$ cat src/rtl/q2_mem_arb.sv
// q2_mem_arb: two-requester memory cycle arbiter (CPU and front panel).
//
// A granted cycle walks IDLE -> SETUP -> STROBE -> HOLD -> IDLE.
// - SETUP: address and data are driven, with no strobe.
// - STROBE: the read or write strobe is held for STROBE_CYC cycles.
// - HOLD: strobes are low and the granted requester sees a one-cycle ack.
// Every output comes straight from a flop.
//
// Parameters:
//   STROBE_CYC  memory strobe width in clk cycles (1..15)
//
// Ports:
//   clk, rst                       clock, async active-high reset
//   run                            CPU running flag (panel is held off while high)
//   cpu_rd/cpu_wr/cpu_addr/cpu_wdata -> cpu_ack, cpu_rdata
//   pnl_req/pnl_we/pnl_addr/pnl_wdata -> pnl_ack, pnl_rdata
//   mem_addr/mem_wdata/mem_oe/mem_rd/mem_wr, mem_rdata
//   busy                           high whenever the FSM is not idle
//
// Build option:
//   Q2_ARB_PANEL_PRIO_EN  when defined, the panel wins every tie.
//                         Otherwise ties go round-robin.

module q2_mem_arb #(
    parameter int STROBE_CYC = 1
) (
    input  logic        clk,
    input  logic        rst,
    input  logic        run,
    input  logic        cpu_rd,
    input  logic        cpu_wr,
    input  logic [11:0] cpu_addr,
    input  logic [11:0] cpu_wdata,
    output logic        cpu_ack,
    output logic [11:0] cpu_rdata,
    input  logic        pnl_req,
    input  logic        pnl_we,
    input  logic [11:0] pnl_addr,
    input  logic [11:0] pnl_wdata,
    output logic        pnl_ack,
    output logic [11:0] pnl_rdata,
    output logic [11:0] mem_addr,
    output logic [11:0] mem_wdata,
    output logic        mem_oe,
    output logic        mem_rd,
    output logic        mem_wr,
    input  logic [11:0] mem_rdata,
    output logic        busy
);

    typedef enum logic [1:0] {IDLE, SETUP, STROBE, HOLD} state_t;

    localparam logic [3:0] CNT_LOAD = 4'(STROBE_CYC - 1);

    state_t      state_q, state_d;
    logic [3:0]  cnt_q, cnt_d;
    logic        grant_pnl_q, grant_pnl_d;
    logic        dir_wr_q, dir_wr_d;
    logic [11:0] mem_addr_q, mem_addr_d;
    logic [11:0] mem_wdata_q, mem_wdata_d;
    logic        mem_oe_q, mem_oe_d;
    logic        mem_rd_q, mem_rd_d;
    logic        mem_wr_q, mem_wr_d;
    logic        cpu_ack_q, cpu_ack_d;
    logic        pnl_ack_q, pnl_ack_d;
    logic [11:0] cpu_rdata_q, cpu_rdata_d;
    logic [11:0] pnl_rdata_q, pnl_rdata_d;
    logic        busy_q, busy_d;

    logic        cpu_pend;
    logic        pnl_pend;
    logic        pick_pnl;
    logic        sel_wr;
    logic [11:0] sel_addr;
    logic [11:0] sel_wdata;

    // The panel may only take the bus while the CPU is halted. While run is
    // high, its request simply stays pending. It is never dropped.
    assign cpu_pend = cpu_rd | cpu_wr;
    assign pnl_pend = pnl_req & ~run;

`ifdef Q2_ARB_PANEL_PRIO_EN
    assign pick_pnl = pnl_pend;
`else
    // last_pnl_q is 1 when the panel held the most recent grant.
    // Reset leaves it at 1, so the CPU wins the first tie.
    logic last_pnl_q, last_pnl_d;

    assign pick_pnl = pnl_pend & (~cpu_pend | ~last_pnl_q);

    always_comb begin
        last_pnl_d = last_pnl_q;
        if (state_q == IDLE && (cpu_pend || pnl_pend)) begin
            last_pnl_d = pick_pnl;
        end
    end

    always_ff @(posedge clk or posedge rst) begin
        if (rst) begin
            last_pnl_q <= 1'b1;
        end else begin
            last_pnl_q <= last_pnl_d;
        end
    end
`endif

    // A CPU cycle with both rd and wr high is treated as a write.
    assign sel_wr    = pick_pnl ? pnl_we    : cpu_wr;
    assign sel_addr  = pick_pnl ? pnl_addr  : cpu_addr;
    assign sel_wdata = pick_pnl ? pnl_wdata : cpu_wdata;

    // Next-state and registered-output logic.
    // The request, address, data and direction are sampled only in IDLE.
    // After that, each stage works only from the latched copies.
    always_comb begin
        state_d     = state_q;
        cnt_d       = cnt_q;
        grant_pnl_d = grant_pnl_q;
        dir_wr_d    = dir_wr_q;
        mem_addr_d  = mem_addr_q;
        mem_wdata_d = mem_wdata_q;
        mem_oe_d    = mem_oe_q;
        mem_rd_d    = mem_rd_q;
        mem_wr_d    = mem_wr_q;
        cpu_ack_d   = 1'b0;
        pnl_ack_d   = 1'b0;
        cpu_rdata_d = cpu_rdata_q;
        pnl_rdata_d = pnl_rdata_q;
        busy_d      = busy_q;

        case (state_q)
            IDLE: begin
                if (cpu_pend || pnl_pend) begin
                    state_d     = SETUP;
                    grant_pnl_d = pick_pnl;
                    dir_wr_d    = sel_wr;
                    mem_addr_d  = sel_addr;
                    mem_wdata_d = sel_wdata;
                    mem_oe_d    = sel_wr;
                    busy_d      = 1'b1;
                end
            end
            SETUP: begin
                state_d  = STROBE;
                cnt_d    = CNT_LOAD;
                mem_rd_d = ~dir_wr_q;
                mem_wr_d = dir_wr_q;
            end
            STROBE: begin
                if (cnt_q == 4'd0) begin
                    state_d   = HOLD;
                    mem_rd_d  = 1'b0;
                    mem_wr_d  = 1'b0;
                    cpu_ack_d = ~grant_pnl_q;
                    pnl_ack_d = grant_pnl_q;
                    // Read data is captured on the edge that ends the strobe.
                    // Only the requester that owns the cycle gets the new data.
                    if (!dir_wr_q) begin
                        if (grant_pnl_q) begin
                            pnl_rdata_d = mem_rdata;
                        end else begin
                            cpu_rdata_d = mem_rdata;
                        end
                    end
                end else begin
                    cnt_d = cnt_q - 4'd1;
                end
            end
            HOLD: begin
                state_d  = IDLE;
                mem_oe_d = 1'b0;
                busy_d   = 1'b0;
            end
            default: begin
                state_d = IDLE;
            end
        endcase
    end

    // All state and output flops. Reset cancels any cycle in flight.
    always_ff @(posedge clk or posedge rst) begin
        if (rst) begin
            state_q     <= IDLE;
            cnt_q       <= 4'd0;
            grant_pnl_q <= 1'b0;
            dir_wr_q    <= 1'b0;
            mem_addr_q  <= 12'd0;
            mem_wdata_q <= 12'd0;
            mem_oe_q    <= 1'b0;
            mem_rd_q    <= 1'b0;
            mem_wr_q    <= 1'b0;
            cpu_ack_q   <= 1'b0;
            pnl_ack_q   <= 1'b0;
            cpu_rdata_q <= 12'd0;
            pnl_rdata_q <= 12'd0;
            busy_q      <= 1'b0;
        end else begin
            state_q     <= state_d;
            cnt_q       <= cnt_d;
            grant_pnl_q <= grant_pnl_d;
            dir_wr_q    <= dir_wr_d;
            mem_addr_q  <= mem_addr_d;
            mem_wdata_q <= mem_wdata_d;
            mem_oe_q    <= mem_oe_d;
            mem_rd_q    <= mem_rd_d;
            mem_wr_q    <= mem_wr_d;
            cpu_ack_q   <= cpu_ack_d;
            pnl_ack_q   <= pnl_ack_d;
            cpu_rdata_q <= cpu_rdata_d;
            pnl_rdata_q <= pnl_rdata_d;
            busy_q      <= busy_d;
        end
    end

    assign mem_addr  = mem_addr_q;
    assign mem_wdata = mem_wdata_q;
    assign mem_oe    = mem_oe_q;
    assign mem_rd    = mem_rd_q;
    assign mem_wr    = mem_wr_q;
    assign cpu_ack   = cpu_ack_q;
    assign pnl_ack   = pnl_ack_q;
    assign cpu_rdata = cpu_rdata_q;
    assign pnl_rdata = pnl_rdata_q;
    assign busy      = busy_q;

endmodule

$ cat config.mk
export PLATFORM = sky130hd
export DESIGN_NAME = q2_mem_arb
export DESIGN_NICKNAME = d
export VERILOG_FILES = /design/src/rtl/q2_mem_arb.sv
export SDC_FILE = /design/constraint.sdc
export NUM_CORES = 1
export LEC_CHECK = 0
export CAP_MARGIN = 20
export CORE_UTILIZATION = 65
export CTS_CLUSTER_DIAMETER = 120
export DETAILED_ROUTE_END_ITERATION = 8
export DONT_BUFFER_PORTS = 1
export GPL_TIMING_DRIVEN = 0
export PLACE_DENSITY = 0.87
export SYNTH_ARGS = -nofsm -noshare
export SYNTH_HDL_FRONTEND = slang
export SYNTH_SLANG_ARGS = --single-unit
$ cat constraint.sdc
create_clock -name clk -period 5.8 [get_ports clk]
set_input_delay 1.16 -clock clk [delete_from_list [all_inputs] [get_ports clk]]
set_output_delay 1.16 -clock clk [all_outputs]
set_load 0.02 [all_outputs]
==> flow_summary.json, run 1 <==
{
  "run_status": "finished clean",
  "relSlewSlack_pct": 67.44,
  "clk_pin_slew_ps": 70,
  "synth_area_leaders": "dfrtp_1 49%, mux2_2 9.6%, a221oi_1 6.7%",
  "dieHeight_um": 71.66,
  "slew_viol_final": 0,
  "syn_to_final_growth_pct": 10.71,
  "finClkSkew_ps": 8.253,
  "ys_types": 37,
  "post_cts_buffers": 0,
  "ant_nets": 0,
  "r2r_end": "cpu_rdata[1]",
  "rsz0062_at_grt": "no",
  "fin_tns_setup_ps": 0,
  "yosysTopAreaCell": "dfrtp_1",
  "die_area_sq_mm": 0.005135,
  "clockRootBuffer": "clkbuf_8",
  "post-route-util_pct": 77.53,
  "overflow": 0,
  "period_minus_slack_ps": 2070,
  "hold_viol_final": 0,
  "htree_levels": 3,
  "fin_area_sq_mm": 0.003492,
  "critPathLaunchType": "primary input",
  "max_freq_mhz": 483.0,
  "io_pins": 121,
  "wl_per_cell_um": 22.24,
  "finalPower_mw": 2.113,
  "synth_top_area_share_pct": 49.19,
  "holdBufCountCts": 0,
  "initial_core_util_pct": 70.03,
  "async_flop_share_pct": 100.0,
  "ys_warn_count": 0,
  "drv_cap": 0,
  "cts.sinks": 63,
  "cp_max_fo": 10,
  "crit_type": "primary input to flip-flop",
  "dr_total_vias": 2325,
  "clock_path_buffers": 2,
  "synth_nets": 340,
  "cts_tree": "built",
  "power_density_mw_per_mm2": 605.2,
  "netlist_area_sq_mm": 0.003154,
  "fin_nets": 352,
  "endpoint": "mem_addr[11]",
  "fill_cells": 295,
  "drtIter0Drc": 146,
  "ys_seq_area_share_pct": 50.02,
  "num_antenna_cells": 0,
  "grt.total_usage_pct": 30.39,
  "gp_congestion": 0.8124,
  "worstPathArrival_ps": 2330,
  "cts_buffers": 9,
  "dp_hpwl_mm": 5.376,
  "ir_drop_mv": 0.3423,
  "grt_pass1_wl_mm": 11.70,
  "first_pass_iters": 4,
  "avgSynthCellArea_sq_um": 11.81,
  "crit_start": "cpu_wr",
  "synth_edf_count": 0,
  "final.period_utilization_pct": 35.69,
  "required_ps": 6060,
  "worstHoldPathType": "flip-flop to flip-flop",
  "setup_ws_ps": 3730,
  "die_w_um": 71.66,
  "worst_pin_slew_ps": 487.9,
  "endpoint_kind": "flip-flop",
  "grt_pass1_vias": 2398,
  "viasPerCell": 6.920,
  "r2r_slack_ps": 3780,
  "antenna_found_initial": 0,
  "worstReg2RegStart": "state_q[0]",
  "synthCells": 267,
  "synth-main-ff-cell": "dfrtp_1",
  "post-place-ws_ps": 3419,
  "row_count": 24,
  "placed_area_sq_mm": 0.003239,
  "setup_viol": 0,
  "layout-drive-gt1-share_pct": 21.48,
  "reg2regPathDepth": 6,
  "grt_max_degree": 46,
  "post_cts_resized": 0,
  "ys_ff_latch": 63,
  "drt_wl_total_mm": 7.471,
  "drc": 0,
  "placeableCoreArea_sq_mm": 0.004504,
  "p_leak_nw": 1.550,
  "portBuffers": 0,
  "clk_latency_ps": 340
}
-- cells in the mapped netlist, types with 4 or more instances --
cell and instances:
clkbuf_1 16, a221oi_1 24, mux2i_1 4, and3b_1 24, dfrtp_1 62, mux2_2 27
ha_1 6, nand2_1 7, inv_1 10, o21ai_0 24, a2bb2oi_1 24
-- layer usage --
layer	wire length [um]	vias up	track usage [%]
li1	-	1039	-
met1	3082	1163	41.13
met2	3607	105	46.12
met3	580	18	8.720
met4	201	0	13.29
met5	0	-	0
-- critical path, cell delays in order --
cell and delay [ps]:
nor2_2 380, clkbuf_1 420, a221oi_1 200, a2bb2oi_1 170
-- registers in the layout, indices dropped and copies added, names as in the netlist --
| register | flops |
|---|---|
| cpu_ack | 1 |
| mem_addr | 12 |
| dir_wr_q | 1 |
| busy | 1 |
| cnt_q | 4 |
| pnl_ack | 1 |
| mem_rd | 1 |
| pnl_rdata | 12 |
| mem_wr | 1 |
| mem_wdata | 12 |
| grant_pnl_q | 1 |
| last_pnl_q | 1 |
| state_q | 2 |
| cpu_rdata | 12 |
| mem_oe | 1 |
-- worst min path at each step --
stage	from	to	slack, ps	depth (start not counted)
detailed placement	cnt_q[3]	cnt_q[3]	510	1
global placement	cnt_q[3]	cnt_q[3]	480	1
floorplan	cnt_q[3]	cnt_q[3]	460	1
global route	cnt_q[3]	cnt_q[3]	540	1
CTS	cnt_q[3]	cnt_q[3]	520	1
finish	cnt_q[3]	cnt_q[3]	520	1
-- layout by cell type (no fill, tap or decap), types with 7 or more instances in the layout --
master,n
dfrtp_1,62
mux2_2,27
and3b_1,24
a221oi_1,24
o21ai_0,24
a2bb2oi_1,24
clkbuf_1,16
clkbuf_8,10
inv_1,9
nand2_1,7
-- per-stage QoR --
stage,cells,hold slack [ps]
2_1_floorplan,267,456.9
4_1_cts,336,521.2
3_5_place_dp,320,511.7
5_1_grt,336,539.7
3_3_place_gp,319,480.1
6_report,336,520.5
-- where the power goes --
part	switching [mW]	internal [mW]
Sequential	0.388	0.645
Clock	0.179	0.300
Combinational	0.285	0.316
-- cells by family (layout without fill, tap and decap cells) --
logic type      count (synthesis)  count (layout)  share of synthesized area (%)
compound gates                 86              86                          20.63
flops                          63              63                          50.02
simple gates                   47              47                          11.31
buf+inv                        34              51                          4.760
mux                            31              31                          10.91
fa+ha+maj                       6               6                          2.380
-- layout make-up --
type                       count  area (sq um)  share of cell area, %
multi-input combinational    170          1426                  40.85
inverter                      11         41.29                  1.182
sequential                    63          1578                  45.18
tap                           52         65.06                  1.863
clock buffer                  10         137.6                  3.941
clock inverter                 6         115.1                  3.296
buffer                        23         108.9                  3.117
timing repair buffer           1         20.02                 0.5733
Power figures use the tool's default switching activity.
==> inputs of run 2 (changes only) <==
--- a/config.mk
+++ b/config.mk
@@ -6,12 +6,12 @@
 export NUM_CORES = 1
 export LEC_CHECK = 0
 export CAP_MARGIN = 20
-export CORE_UTILIZATION = 65
+export CORE_UTILIZATION = 63
 export CTS_CLUSTER_DIAMETER = 120
 export DETAILED_ROUTE_END_ITERATION = 8
 export DONT_BUFFER_PORTS = 1
 export GPL_TIMING_DRIVEN = 0
-export PLACE_DENSITY = 0.87
+export PLACE_DENSITY = 0.85
 export SYNTH_ARGS = -nofsm -noshare
 export SYNTH_HDL_FRONTEND = slang
 export SYNTH_SLANG_ARGS = --single-unit
==> constraint.sdc (replaced) <==
create_clock -name clk -period 2.2 [get_ports clk]
set_input_delay 0.44 -clock clk [delete_from_list [all_inputs] [get_ports clk]]
set_output_delay 0.44 -clock clk [all_outputs]
set_load 0.02 [all_outputs]
==> flow_summary.json, run 2 (synthesized netlist as in run 1, its figures left out) <==
{
  "drtIter0Drc": 199,
  "initial_core_util_pct": 65.91,
  "grt_pass1_wl_mm": 11.80,
  "p_leak_nw": 1.534,
  "gp_congestion": 0.7898,
  "placed_area_sq_mm": 0.003258,
  "power_density_mw_per_mm2": 1564,
  "die_area_sq_mm": 0.005294,
  "drt_wl_total_mm": 7.479,
  "required_ps": 2420,
  "fin_nets": 352,
  "worstHoldPathType": "primary input to asynchronous set/reset pin",
  "antenna_found_initial": 0,
  "slowest_stage": "dfrtp_1",
  "relSlewSlack_pct": 50.00,
  "crit_start": "state_q[0]",
  "die_w_um": 72.76,
  "dieHeight_um": 72.76,
  "run_status": "finished clean",
  "first_pass_iters": 4,
  "htree_levels": 3,
  "fin_area_sq_mm": 0.003491,
  "finClkSkew_ps": 13.98,
  "slowest_delay_ps": 420,
  "rsz0062_at_grt": "no",
  "grt_max_degree": 36,
  "cts.sinks": 63,
  "wl_per_cell_um": 21.31,
  "drv_cap": 0,
  "grt.total_usage_pct": 30.20,
  "dp_hpwl_mm": 5.360,
  "layout-drive-gt1-share_pct": 21.83,
  "clk_latency_ps": 350,
  "row_count": 25,
  "critPathLaunchType": "flip-flop",
  "syn_to_final_growth_pct": 10.67,
  "clock_path_buffers": 2,
  "cts_tree": "built",
  "viasPerCell": 6.718,
  "intPower_mw": 3.209,
  "final.period_utilization_pct": 91.69,
  "grt_pass1_vias": 2407,
  "path_delay_family": "simple AND/OR/NAND/NOR gates",
  "endpoint_kind": "flip-flop",
  "max_freq_mhz": 495.7,
  "num_antenna_cells": 0,
  "drc": 0,
  "hold_viol_final": 0,
  "ir_drop_mv": 1.070,
  "mostFrequentLayoutCells": "62 x dfrtp_1, 27 x mux2_2",
  "p_sw_share_pct": 41.24,
  "comb_power_share_pct": 29.1,
  "worst_pin_slew_ps": 748.8,
  "placeableCoreArea_sq_mm": 0.004786,
  "overflow": 0,
  "period_minus_slack_ps": 2017,
  "portBuffers": 0,
  "power_frac_clock_pct": 21.0,
  "clk_pin_slew_ps": 80,
  "cts_buffers": 9,
  "clockRootBuffer": "clkbuf_8",
  "final_common_cell": "dfrtp_1",
  "io_pins": 121,
  "cp_cell_sequence": "inv_1 > ha_2 > and4bb_4 > nor3b_4 > buf_6 > mux2_2",
  "worst-path-buf-inv": 2,
  "p_sw_mw": 2.252,
  "ant_nets": 0,
  "fin_tns_setup_ps": 0,
  "cp_max_fo": 10,
  "worstReg2RegStart": "state_q[0]",
  "worstPathArrival_ps": 2240,
  "dr_total_vias": 2358,
  "slew_viol_final": 0,
  "seqPwrFrac_pct": 49.9,
  "crit_type": "flip-flop to flip-flop",
  "setup_viol": 0
}
==> run 2: stage by stage <==
stage / hold slack [ps] / utilization (%) / setup slack (ps) / instances / power (mW)
global placement: 475.8 / 67.66 / -410.6 / 334 / 4.207
finish: 102.4 / 72.94 / 182.8 / 351 / 5.461
detailed placement: 486.7 / 68.08 / 151.0 / 335 / 4.318
floorplan: 456.9 / - / 191.9 / 267 / 3.901
CTS: 111.8 / 72.89 / 127.0 / 351 / 5.469
global route: 154.8 / 72.94 / 59.54 / 351 / 5.733
==> run 2: routing by layer <==
| layer | wire, um | share of wire, % | track usage [%] |
|---|---|---|---|
| met5 | 0 | 0 | 0 |
| met4 | 193 | 2.6 | 13.94 |
| met3 | 574 | 7.7 | 8.978 |
| met2 | 3756 | 50 | 44.96 |
| met1 | 2955 | 40 | 40.93 |
==> run 2: final timing paths <==
check	to	slack, ps	depth (start not counted)
worst max-delay path	cpu_rdata[11]	180	6
worst min-delay path	mem_wdata[6]	100	1
worst max register to register	cpu_rdata[11]	180	6
worst min register to register	cnt_q[0]	500	1
max in group asynchronous	last_pnl_q	1400	2
min in group clk	cpu_rdata[1]	240	1
==> run 2: area by class of cell <==
class,count,area [sq um]
clock buffers,10,137.6
clock inverters,6,92.59
inverters,11,41.29
flip-flops and latches,63,1578
plain buffers,23,108.9
fillers,330,1295
repair buffers,1,20.02
well taps,67,83.83
multi-input cells,170,1429
==> run 2: timing repair <==
action,4_1_cts,5_1_grt
setup endpoints to repair,0,2
hold buffers,0,0
setup buffers,0,0
resized for setup,0,1
==> run 2: power groups by stage <==
stage	clock, mW	combinational [mW]	sequential, mW
floorplan	0	1.30	2.60
global placement	0	1.50	2.71
detailed placement	0	1.59	2.73
CTS	1.16	1.58	2.72
global route	1.21	1.74	2.78
finish	1.15	1.59	2.72
==> inputs of run 3 (changes only) <==
--- a/config.mk
+++ b/config.mk
@@ -6,6 +6,7 @@
 export NUM_CORES = 1
 export LEC_CHECK = 0
 export CAP_MARGIN = 20
+export CORE_ASPECT_RATIO = 0.8
 export CORE_UTILIZATION = 63
 export CTS_CLUSTER_DIAMETER = 120
 export DETAILED_ROUTE_END_ITERATION = 8
==> flow_summary.json, run 3 (synthesized netlist as in run 1, its figures left out) <==
{
  "initial_core_util_pct": 67.01,
  "worst_pin_slew_ps": 503.0,
  "hold_viol_final": 14,
  "clockRootBuffer": "clkbuf_8",
  "run_status": "finished with violations",
  "htree_levels": 3,
  "dieHeight_um": 65.29,
  "post_cts_buffers": 0,
  "holdWs_ps": -7.591,
  "grt_pass1_vias": 2281,
  "slew_viol_final": 0,
  "wl_per_cell_um": 21.37,
  "antenna_found_initial": 0,
  "row_count": 22,
  "setup_ws_ps": 134.1,
  "endpoint_kind": "flip-flop",
  "mostFrequentLayoutCells": "62 x dfrtp_1, 27 x mux2_2",
  "grt_pass1_wl_mm": 11.26,
  "cts_tree": "built",
  "power_frac_clock_pct": 18.9,
  "rsz0062_at_grt": "no",
  "ant_nets": 0,
  "r2r_end": "cpu_rdata[2]",
  "grt_max_degree": 41,
  "cp_cell_sequence": "inv_1 > ha_1 > and4bb_4 > nor3b_4 > buf_6 > mux2_2",
  "violations": "hold timing",
  "dr_total_vias": 2327,
  "portBuffers": 0,
  "clk_latency_ps": 350,
  "grt.total_usage_pct": 29.26,
  "die_area_sq_mm": 0.005296,
  "fin_nets": 352,
  "post-place-ws_ps": 158.8,
  "crit_type": "flip-flop to flip-flop",
  "comb_power_share_pct": 29.8,
  "p_sw_mw": 2.245,
  "relSlewSlack_pct": 66.42,
  "final.period_utilization_pct": 93.91,
  "first_pass_iters": 5,
  "worstReg2RegStart": "state_q[0]",
  "drc": 0,
  "clk_pin_slew_ps": 70,
  "worstPathArrival_ps": 2300,
  "num_antenna_cells": 0,
  "overflow": 0,
  "worstHoldPathType": "primary input to asynchronous set/reset pin",
  "drt_wl_total_mm": 7.352,
  "reg2regPathDepth": 6,
  "holdBufCountCts": 0,
  "clock_path_buffers": 2,
  "drtIter0Drc": 124,
  "post_cts_resized": 0,
  "period_minus_slack_ps": 2066,
  "dp_hpwl_mm": 5.267,
  "r2r_slack_ps": 130,
  "worst-path-buf-inv": 2,
  "seqPwrFrac_pct": 51.3,
  "slowest_delay_ps": 420,
  "syn_to_final_growth_pct": 9.242,
  "finClkSkew_ps": 4.994,
  "cp_max_fo": 10,
  "cts_buffers": 9,
  "cts.sinks": 63,
  "layout-drive-gt1-share_pct": 21.48,
  "post-route-util_pct": 73.21,
  "viasPerCell": 6.765,
  "path_delay_family": "simple AND/OR/NAND/NOR gates",
  "final_common_cell": "dfrtp_1",
  "slowest_stage": "dfrtp_1",
  "max_freq_mhz": 484.0,
  "die_w_um": 81.11,
  "drv_cap": 0,
  "p_sw_share_pct": 42.33,
  "required_ps": 2440,
  "ir_drop_mv": 0.9080,
  "gp_congestion": 0.8004,
  "power_density_mw_per_mm2": 1539,
  "finalPower_mw": 5.303,
  "io_pins": 121,
  "intPower_mw": 3.058,
  "setup_viol": 0,
  "placeableCoreArea_sq_mm": 0.004707,
  "p_leak_nw": 1.522,
  "fin_tns_setup_ps": 0,
  "critPathLaunchType": "flip-flop"
}
run 3: worst reg2reg max path, delay by kind of cell, from the launching register on:
family,cells,cell delay [ps]
and+or+nand+nor,2,590
DFF,1,420
adders and majority gates,1,290
buffers and inverters,2,310
muxes,1,350
run 3: power groups by stage:
stage / registers (mW) / clock network (mW) / logic, mW
6_report: 2.72 / 1.00 / 1.58
5_1_grt: 2.77 / 1.07 / 1.72
4_1_cts: 2.72 / 1.01 / 1.59
3_5_place_dp: 2.73 / 0 / 1.59
3_3_place_gp: 2.71 / 0 / 1.50
2_1_floorplan: 2.60 / 0 / 1.30
run 3: area by class of cell:
| class | instances | area [sq um] |
|---|---|---|
| inverters | 11 | 41.29 |
| flip-flops and latches | 63 | 1578 |
| clock buffers | 9 | 123.9 |
| multi-input cells | 170 | 1426 |
| repair buffers | 1 | 20.02 |
| clock inverters | 7 | 72.57 |
| fillers | 337 | 1261 |
| plain buffers | 23 | 108.9 |
| well taps | 60 | 75.07 |
run 3: layer usage:
metal	vias up	track usage (%)	share of wire, %
li1	1040	-	-
met3	8	11.53	8.9
met1	1169	37.37	41
met4	0	9.821	0.83
met2	110	45.38	50
met5	-	0	0
run 3: metrics by stage:
stage | area [sq um] | std cells
finish | 3446 | 344
detailed placement | 3249 | 328
global placement | 3229 | 327
global route | 3446 | 344
floorplan | 3154 | 267
CTS | 3446 | 344
run 3: how the worst max path moves through the flow:
stage	from	endpoint	slack (ps)	cells after the start
after CTS	state_q[0]	cpu_rdata[2]	130	6
after floorplan	rst	busy	190	1
after global placement	rst	mem_wdata[0]	-410	1
after detailed placement	state_q[0]	cpu_rdata[2]	160	6
after global routing	state_q[0]	cpu_rdata[8]	50	6
final	state_q[0]	cpu_rdata[2]	130	6
